`config.mk`:
```
export PLATFORM = sky130hd
export DESIGN_NAME = alu_op_sequencer
export DESIGN_NICKNAME = d
export VERILOG_FILES = /design/src/rtl/alu_op_sequencer.sv
export SDC_FILE = /design/constraint.sdc
export NUM_CORES = 1
export LEC_CHECK = 0
export CORE_MARGIN = 1
export CORE_UTILIZATION = 46
export CTS_BUF_LIST = sky130_fd_sc_hd__clkbuf_16
export DETAILED_ROUTE_END_ITERATION = 6
export PLACE_DENSITY = 0.78
export SLEW_MARGIN = 20
export SYNTH_ARGS = -nofsm -noshare
export SYNTH_HDL_FRONTEND = slang
export SYNTH_SLANG_ARGS = --single-unit
```
`constraint.sdc`:
```
create_clock -name clock -period 2.2 [get_ports clock]
set_input_delay 0.44 -clock clock [delete_from_list [all_inputs] [get_ports clock]]
set_output_delay 0.44 -clock clock [all_outputs]
set_load 0.1 [all_outputs]
```
`src/rtl/alu_op_sequencer.sv`:
```
// Multicycle control sequencer for the Y -> ALU -> Z -> regfile/HI/LO transfer path.
// Moore FSM: every strobe is decoded from the current state and the latched opcode.
module alu_op_sequencer #(
    parameter int MUL_WAIT = 2,
    parameter int DIV_WAIT = 4
) (
    input  logic       clock,
    input  logic       clear,
    input  logic       start,
    input  logic [4:0] opcode,
    output logic       busy,
    output logic       done,
    output logic       error,
    output logic [4:0] alu_instruction,
    output logic       gra,
    output logic       grb,
    output logic       grc,
    output logic       r_out,
    output logic       r_in,
    output logic       c_out,
    output logic       y_in,
    output logic       z_in,
    output logic       zlo_out,
    output logic       zhi_out,
    output logic       lo_in,
    output logic       hi_in
);

    localparam logic [3:0] MUL_W = 4'(MUL_WAIT);
    localparam logic [3:0] DIV_W = 4'(DIV_WAIT);
    localparam logic [4:0] OP_MUL = 5'b01111;
    localparam logic [4:0] OP_DIV = 5'b10000;

    typedef enum logic [2:0] {
        S_IDLE, S_LOAD_Y, S_EXEC, S_WAIT, S_WB_LO, S_WB_HI, S_DONE
    } state_t;

    state_t     state_q, state_d;
    logic [4:0] op_q, op_d;
    logic [3:0] cnt_q, cnt_d;
    logic       error_q, error_d;

    logic       in_legal, in_u;
    logic       is_i, is_md, is_u;
    logic [3:0] wait_val;

    assign in_legal = (opcode >= 5'd3) && (opcode <= 5'd18);
    assign in_u     = (opcode == 5'd17) || (opcode == 5'd18);
    assign is_i     = (op_q >= 5'd12) && (op_q <= 5'd14);
    assign is_md    = (op_q == OP_MUL) || (op_q == OP_DIV);
    assign is_u     = (op_q == 5'd17) || (op_q == 5'd18);
    assign wait_val = (op_q == OP_DIV) ? DIV_W : MUL_W;

    always_ff @(posedge clock or posedge clear) begin
        if (clear) begin
            state_q <= S_IDLE;
            op_q    <= '0;
            cnt_q   <= '0;
            error_q <= 1'b0;
        end else begin
            state_q <= state_d;
            op_q    <= op_d;
            cnt_q   <= cnt_d;
            error_q <= error_d;
        end
    end

    always_comb begin
        state_d         = state_q;
        op_d            = op_q;
        cnt_d           = cnt_q;
        error_d         = error_q;
        done            = 1'b0;
        alu_instruction = '0;
        gra             = 1'b0;
        grb             = 1'b0;
        grc             = 1'b0;
        r_out           = 1'b0;
        r_in            = 1'b0;
        c_out           = 1'b0;
        y_in            = 1'b0;
        z_in            = 1'b0;
        zlo_out         = 1'b0;
        zhi_out         = 1'b0;
        lo_in           = 1'b0;
        hi_in           = 1'b0;

        // EXEC and WAIT share the same operand source onto the bus
        if (state_q == S_EXEC || state_q == S_WAIT) begin
            alu_instruction = op_q;
            if (is_i) begin
                c_out = 1'b1;
            end else if (is_u) begin
                grb   = 1'b1;
                r_out = 1'b1;
            end else begin
                grc   = 1'b1;
                r_out = 1'b1;
            end
        end

        case (state_q)
            S_IDLE: begin
                if (start) begin
                    if (in_legal) begin
                        op_d    = opcode;
                        error_d = 1'b0;
                        state_d = in_u ? S_EXEC : S_LOAD_Y;
                    end else begin
                        error_d = 1'b1;
                        state_d = S_DONE;
                    end
                end
            end
            S_LOAD_Y: begin
                grb     = 1'b1;
                r_out   = 1'b1;
                y_in    = 1'b1;
                state_d = S_EXEC;
            end
            S_EXEC: begin
                if (is_md && wait_val != 4'd0) begin
                    cnt_d   = wait_val - 4'd1;
                    state_d = S_WAIT;
                end else begin
                    z_in    = 1'b1;
                    state_d = S_WB_LO;
                end
            end
            S_WAIT: begin
                if (cnt_q != 4'd0) begin
                    cnt_d = cnt_q - 4'd1;
                end else begin
                    z_in    = 1'b1;
                    state_d = S_WB_LO;
                end
            end
            S_WB_LO: begin
                zlo_out = 1'b1;
                if (is_md) begin
                    lo_in   = 1'b1;
                    state_d = S_WB_HI;
                end else begin
                    gra     = 1'b1;
                    r_in    = 1'b1;
                    state_d = S_DONE;
                end
            end
            S_WB_HI: begin
                zhi_out = 1'b1;
                hi_in   = 1'b1;
                state_d = S_DONE;
            end
            S_DONE: begin
                done    = 1'b1;
                state_d = S_IDLE;
            end
            default: state_d = S_IDLE;
        endcase
    end

    assign busy  = (state_q != S_IDLE);
    assign error = error_q;

endmodule

```
# --- Word-level counts from Yosys, hierarchy flattened ---
# Index checks and enable logic that the tools add are counted.
word_totals:
  register_bits: 13
  mem_bits_ro: 0
  latch_bits: 0
  inputBits: 8
  mem_bits_rw: 0
  mem_count: 0
classes:
  mul: 0
  muxes: 36
  magnitude_cmp: 4
  bitwise_logic: 0
  shifts: 0
  n_addsub: 2
  div: 0
  n_eq_ne: 16
  n_reduce_logical: 16
ops:
  columns: ["cell", "count"]
  rows:
  - ["5-bit == test, second input constant", 5]
  - ["1-bit two-way mux", 23]
  - ["3-bit case mux with 6 select lines", 1]
  - ["3-bit two-way mux", 5]
  - ["3-bit == test, second input constant", 3]
  - ["4-bit two-way mux", 2]
  - ["4-bit case mux with 2 select lines", 1]
  - ["4-bit nonzero test", 2]
  - ["3-bit by 2-bit == test with 1-bit output, second input constant", 2]
  - ["3-bit AND reduction", 2]
  - ["5-bit by 4-bit == test with 1-bit output, second input constant", 1]
  - ["5-bit by 2-bit greater-or-equal comparator with 1-bit output, second input constant", 1]
  - ["5-bit by 4-bit greater-or-equal comparator with 1-bit output, second input constant", 1]
  - ["5-bit by 4-bit <= comparator with 1-bit output, second input constant", 1]
  - ["5-bit <= comparator, second input constant", 1]
  - ["5-bit two-way mux", 1]
  - ["1-bit logical OR", 4]
  - ["2-bit two-way mux", 2]
  - ["2-bit by 1-bit inequality test with 1-bit output, second input constant", 2]
  - ["2-bit inequality test, second input constant", 2]
  - ["2-bit AND reduction", 2]
  - ["3-bit by 1-bit subtractor with 4-bit output, second input constant", 1]
  - ["4-bit by 1-bit subtractor with 4-bit output, second input constant", 1]
  - ["3-bit by 1-bit == test with 1-bit output, second input constant", 1]
  - ["other kinds (5)", 7]

# --- Depth between registers and ports, before layout ---
# Gate-level depths: netlist of run 1.
logic_depth:
  word_depth: 6
  depth_mapped: 8

# --- Worst setup path after synthesis of run 1 ---
# No wires, ideal clock.
synth_path:
  kind: "register to output"
  startpoint: "register state_q[1]"
  endpoint: "output port r_out"
  path_slack_ns: -1.897
  t_required_ns: 1.760
  path_buffers: 1
  stages_incl_launch_ff: 4
  t_arrival_ns: 3.657
  cell_sequence: "dfrtp_1 buf_2 nor3_1 nand2b_1"
synth_via:
  elab_chain_len: 4
synth_rtl:
  columns: ["item", "line", "source"]
  rows:
  - ["start: declaration", "38", "state_t state_q, state_d;"]
  - ["start signal: assignment", "61", "state_q <= state_d;"]
  - ["3-bit by 2-bit == test with 1-bit output", "89", "if (state_q == S_EXEC || state_q == S_WAIT) begin"]
  - ["1-bit logical OR", "89", null]
  - ["1-bit two-way mux", "89", null]
  - ["1-bit two-way mux (*)", "102", "case (state_q)"]
  - ["end: declaration", "18", "output logic r_out,"]
# Every way passes the cells marked *; elsewhere a longest branch is shown, timed or not.

# --- Worst setup path in the final report of run 1 ---
layout_path:
  startpoint: "register op_q[3]"
  endpoint: "output port lo_in"
layout_via:
  elab_chain_len: 4
layout_rtl:
  columns: ["item", "line", "source"]
  rows:
  - ["start: declaration", "39", "logic [4:0] op_q, op_d;"]
  - ["start signal: assignment", "62", "op_q <= op_d;"]
  - ["5-bit by 4-bit == test with 1-bit output / 5-bit == test (equally long branches)", "50", "assign is_md = (op_q == OP_MUL) || (op_q == OP_DIV);"]
  - ["1-bit logical OR (*)", "50", null]
  - ["1-bit two-way mux (*)", "140", "if (is_md) begin"]
  - ["1-bit two-way mux (*)", "102", null]
  - ["end: declaration", "25", "output logic lo_in,"]
# Marks and branches as above.

==> impl_metrics.ini, run 1 <==
[status]
status = finished with violations
failed_checks = negative setup slack

[worst_setup_path]
crit_path_end_kind = output port
cp_slowest_cell = or3b_4
crit_arrival_ns = 1.95
path_buf_inv = 2
path_cells = or3b_4 > or3_4 > buf_6 > a21oi_4 > buf_12
crit_fanout = 4
path_delay_family = simple AND/OR/NAND/NOR gates
reg2reg_slack_ns = -0.13
worstSetupPathType = flip-flop to output port
cp-start-kind = flip-flop
worstPathRequired_ns = 1.76
cpPeakStageDelay_ns = 0.42

[timing]
slew_headroom = 0.650
setup_ws_ns = -0.189
fin_skew_ns = 0.00693
rsz0062_at_grt = yes
setup_viol = 5
fin_crit_ns = 2.39
timing.fmax_ghz = 0.419
drv_slew = 0
min_period_over_period = 1.09
hold_viol_final = 0
tightest_slew_ns = 0.524

[grt]
grt_pass1_wl_um = 6000
grt_max_degree = 14
antenna_found_initial = 0
grt_pass1_vias = 1245
grt_overflow_total = 0
grt_util_all_layers = 0.420

[routing]
wl_met1_um = 1570
routed_via_density = 7.04
met3_length_um = 496
top_layer = met4
drc = 0
avgRoutedWirePerCell_um = 26.0
drt_iter0_markers = 125
antenna_left = 0
dr.pass1.iters = 5
drt-total-wl_um = 4610
num_vias = 1246
route.met2.wl_um = 2240

[floorplan]
row_count = 15
io_pins = 28
dieArea_um2 = 2220
die_w_um = 47.1
start_util = 0.513
core_um2 = 1820
die_y_um = 47.1

[synth]
yosysWarningCount = 0
syn_area_per_cell_um2 = 8.82
synth_ff_type = dfrtp_1
synth.distinct_cells = 44
synth-seq-cells = 13
syn_area_um2 = 935
synth-seq-area-share = 0.348
synth_top_cell_by_area = dfrtp_1
ys_top_cells_by_area = dfrtp_1 35%, and2_1 4.0%, mux2_1 3.6%, a21oi_1 3.2%, nor2_1 3.2%
synth.net_count = 115
async_flop_share = 1.00
synth.top_cell.area_share = 0.348
syn_inst = 106
synth.most_common_cell = dfrtp_1
synth_common_cells = 13 x dfrtp_1, 8 x nor2_1, 7 x nand2_1
synth_edf_count = 0

[cells_and_area]
drive_gt1_frac = 0.428
nets = 162
area_growth_pct = 86.6
num_antenna_cells = 0

[hold_path]
hp-class = primary input to async pin

[clock_network]
numCtsBuffers = 3
cts_max_level = 1
clkTransAtPathRegs_ns = 0.05
cts_root_buf = clkbuf_16
insertion_delay_ns = 0.25
cts_sinks = 13
clockBufferDepth = 2
cts_tree = yes

[place]
gp_congestion = 0.903
place_ws_ns = -0.0498
place.port_buffers = 27
hpwlAfterDp_um = 2390

[job]
drv_cap = 0
-- state kept, by name, summed over array words and instances, names as in the netlist --
name / cells
state_q: 3
cnt_q: 4
error: 1
op_q: 5
-- per-stage QoR --
| stage | TNS [ns] | instance area [um2] | hold WS (ns) | utilization | instances |
|---|---|---|---|---|---|
| 4_1_cts | -0.278 | 1700 | 0.515 | 0.934 | 175 |
| 6_report | -0.584 | 1740 | 0.540 | 0.958 | 177 |
| 2_1_floorplan | -0.693 | 1030 | 0.317 | - | 106 |
| 5_1_grt | -0.851 | 1740 | 0.563 | 0.958 | 177 |
| 3_5_place_dp | -0.0498 | 1570 | 0.498 | 0.860 | 167 |
| 3_3_place_gp | 0 | 1570 | 0.480 | 0.860 | 167 |
-- layout by cell type, fill, tap and decap left out, types with 3 or more instances in the layout --
cell             count
buf_4               20
buf_12              19
dfrtp_1             12
nand2_1              7
clkdlybuf4s50_1      7
inv_1                6
and2_1               6
a21oi_1              5
nor2_2               4
nor2_1               4
mux2_1               3
nor3_4               3
nand2b_1             3
a31oi_1              3
clkbuf_16            3
-- cells by family (layout without fill, tap and decap cells) --
family          count (synthesis)  after routing  synth area share
compound gates                 27             27             0.193
mux                             6              6            0.0696
buf+inv                        11             57            0.0549
fa+ha+maj                       1              1            0.0134
simple gates                   45             45             0.293
flops                          13             13             0.348
xor+xnor                        3              3            0.0281
-- metal layers --
| layer | vias up | global-route usage |
|---|---|---|
| li1 | 474 | - |
| met1 | 582 | 0.440 |
| met2 | 144 | 0.700 |
| met3 | 46 | 0.127 |
| met4 | 0 | 0.314 |
| met5 | - | 0.0500 |
-- layout make-up --
| type | instances | area, um2 |
|---|---|---|
| multi-input combinational | 82 | 666 |
| timing repair buffer | 48 | 623 |
| clock buffer | 3 | 75.1 |
| tap | 25 | 31.3 |
| fill | 44 | 76.3 |
| inverter | 5 | 18.8 |
| sequential | 13 | 327 |
| clock inverter | 1 | 3.75 |
-- worst reg2reg max path, cell delays in order, from the launching register on --
cell	delay, ns
dfrtp_1	0.40
or3b_4	0.42
buf_4	0.17
nor3_4	0.17
nand2_1	0.15
o21ai_2	0.12
ha_2	0.25
nor4b_4	0.20
nor2_1	0.09
a22oi_1	0.25
-- what timing repair did --
action	CTS	global route
resized for setup	4	8
setup endpoints to repair	2	10
gates cloned	0	0
setup buffers	4	2
hold buffers	0	0
pin swaps	4	2
-- worst paths after layout --
path | end | start | cells past startpoint
min in group clock | error | error | 1
min | op_q[2] | clear | 2
max in group asynchronous | state_q[1] | clear | 2
max | lo_in | op_q[3] | 5
max reg2reg | cnt_q[2] | op_q[3] | 9
min reg2reg | error | error | 1
Power of run 1 is left out: the tool's default activity adds up to more than one toggle a clock period on the data nets, which glitch-free logic cannot reach.
==> run 2: changes to the inputs <==
--- a/config.mk
+++ b/config.mk
@@ -8,6 +8,7 @@
 export CORE_MARGIN = 1
 export CORE_UTILIZATION = 46
 export CTS_BUF_LIST = sky130_fd_sc_hd__clkbuf_16
+export CTS_CLUSTER_DIAMETER = 50
 export DETAILED_ROUTE_END_ITERATION = 6
 export PLACE_DENSITY = 0.78
 export SLEW_MARGIN = 20
==> results of run 2 <==
No change in the layout: final DEF, timing and power equal those of run 1.
Power of run 2 is left out for the same reason.
==> run 3: changes to the inputs <==
--- a/config.mk
+++ b/config.mk
@@ -5,6 +5,8 @@
 export SDC_FILE = /design/constraint.sdc
 export NUM_CORES = 1
 export LEC_CHECK = 0
+export CAP_MARGIN = 20
+export CORE_ASPECT_RATIO = 1.5
 export CORE_MARGIN = 1
 export CORE_UTILIZATION = 46
 export CTS_BUF_LIST = sky130_fd_sc_hd__clkbuf_16
==> run 3 against run 2 <==
Against the previous run:
- the flow still finishes with violations (negative setup slack)
- global-route usage decreased by 8.9 points
- hold slack lost 0.031 ns
- setup slack improved by 0.093 ns
- clock skew down 0.0053 ns
- critical path depth did not move
- sequential share of layout area hardly changed
- fmax rose by 4.0%
- count of clock-buffer cells in the layout is the same
- via count down 11%
==> impl_metrics.ini, run 3 (synthesis gave the netlist of run 1 again) <==
[routing]
drt_iter0_markers = 79
top_layer = met4
routed_via_density = 6.34
drt-total-wl_um = 3740
wl_met1_um = 1370
drc = 0
num_vias = 1104
antenna_left = 0
dr.pass1.iters = 4
avgRoutedWirePerCell_um = 21.5
route.met2.wl_um = 2080
met3_length_um = 179

[cells_and_area]
nets = 163
area_growth_pct = 86.3
reg_top3 = op_q: 5 flops, cnt_q: 4 flops, state_q: 3 flops
num_antenna_cells = 0
layout_common_cells = 21 x buf_4, 19 x buf_12, 13 x dfrtp_1
final_common_cell = buf_4
stdcell_area_um2 = 1740
largest-register = op_q
drive_gt1_frac = 0.431
largest_reg_flops = 5

[timing]
fin_crit_ns = 2.30
min_period_over_period = 1.04
slew_headroom = 0.639
drv_slew = 0
setup_viol = 2
timing.fmax_ghz = 0.435
tightest_slew_ns = 0.541
setup_ws_ns = -0.0963
hold_viol_final = 0
fin_skew_ns = 0.00164
rsz0062_at_grt = yes

[place]
gp_congestion = 0.780
place_area_um2 = 1580
place.port_buffers = 27
hpwlAfterDp_um = 2140

[clock_network]
cts_sinks = 13
cts_max_level = 1
cts_root_buf = clkbuf_16
cts_tree = yes
numCtsBuffers = 3
clockBufferDepth = 2
clkTransAtPathRegs_ns = 0.04
insertion_delay_ns = 0.25

[job]
drv_cap = 0

[worst_setup_path]
cp-startpoint = op_q[2]
crit_path_end_kind = output port
crit_fanout = 2
cp-start-kind = flip-flop
worstPathRequired_ns = 1.76
r2r-start = op_q[2]
crit_arrival_ns = 1.86
worstSetupPathType = flip-flop to output port

[grt]
grt_overflow_total = 0
grt_util_all_layers = 0.331
antenna_found_initial = 0
grt_max_degree = 14
grt_pass1_wl_um = 5090
grt_pass1_vias = 1131

[hold_path]
worstHoldStart = error
hp-class = flip-flop to flip-flop

[floorplan]
core_um2 = 1880
io_pins = 28
start_util = 0.498
dieArea_um2 = 2220
die_y_um = 57.2
die_w_um = 38.8
row_count = 19

[status]
failed_checks = negative setup slack
status = finished with violations
-- run 3: what timing repair did --
item,4_1_cts,5_1_grt
setup buffers,4,2
setup endpoints to repair,2,6
gates resized for setup,3,8
hold buffers,0,0
pin swaps,2,3
-- run 3: layer usage --
layer,up-vias,GRT usage
met3,10,0.0778
met4,0,0.177
li1,480,-
met1,550,0.316
met5,-,0
met2,64,0.602
-- run 3: final cells by class --
type | instances | area, um2
Clock buffer | 3 | 75.1
Clock inverter | 1 | 3.75
Fill cell | 67 | 136
Inverter | 5 | 18.8
Multi-Input combinational cell | 82 | 662
Sequential cell | 13 | 325
Tap cell | 21 | 26.3
Timing Repair Buffer | 49 | 631
-- run 3: path summary, 6_finish.rpt --
kind	slack [ns]	to	depth (start not counted)
max in group asynchronous	1.27	state_q[0]	2
setup / recovery	-0.1	lo_in	5
min in group asynchronous	0.57	op_q[0]	2
hold reg to reg	0.51	error	1
hold / removal	0.51	error	1
setup reg to reg	0.13	cnt_q[2]	9
-- run 3: worst max-delay path, cell delays in order (launching register included) --
cell	delay, ns
dfrtp_1	0.38
or3b_4	0.40
or3_4	0.37
buf_6	0.14
a21oi_4	0.14
buf_12	0.19
-- run 3: metrics by stage --
step	instances	utilization	TNS [ns]	setup WS, ns	hold WS, ns
floorplan	106	-	-0.693	-0.264	0.317
global placement	165	0.839	0	0.0489	0.479
detailed placement	165	0.839	0	0.0105	0.491
CTS	173	0.907	-0.117	-0.0725	0.504
global route	174	0.927	-0.231	-0.129	0.536
finish	174	0.927	-0.153	-0.0963	0.508
Power of run 3 is left out for the same reason.
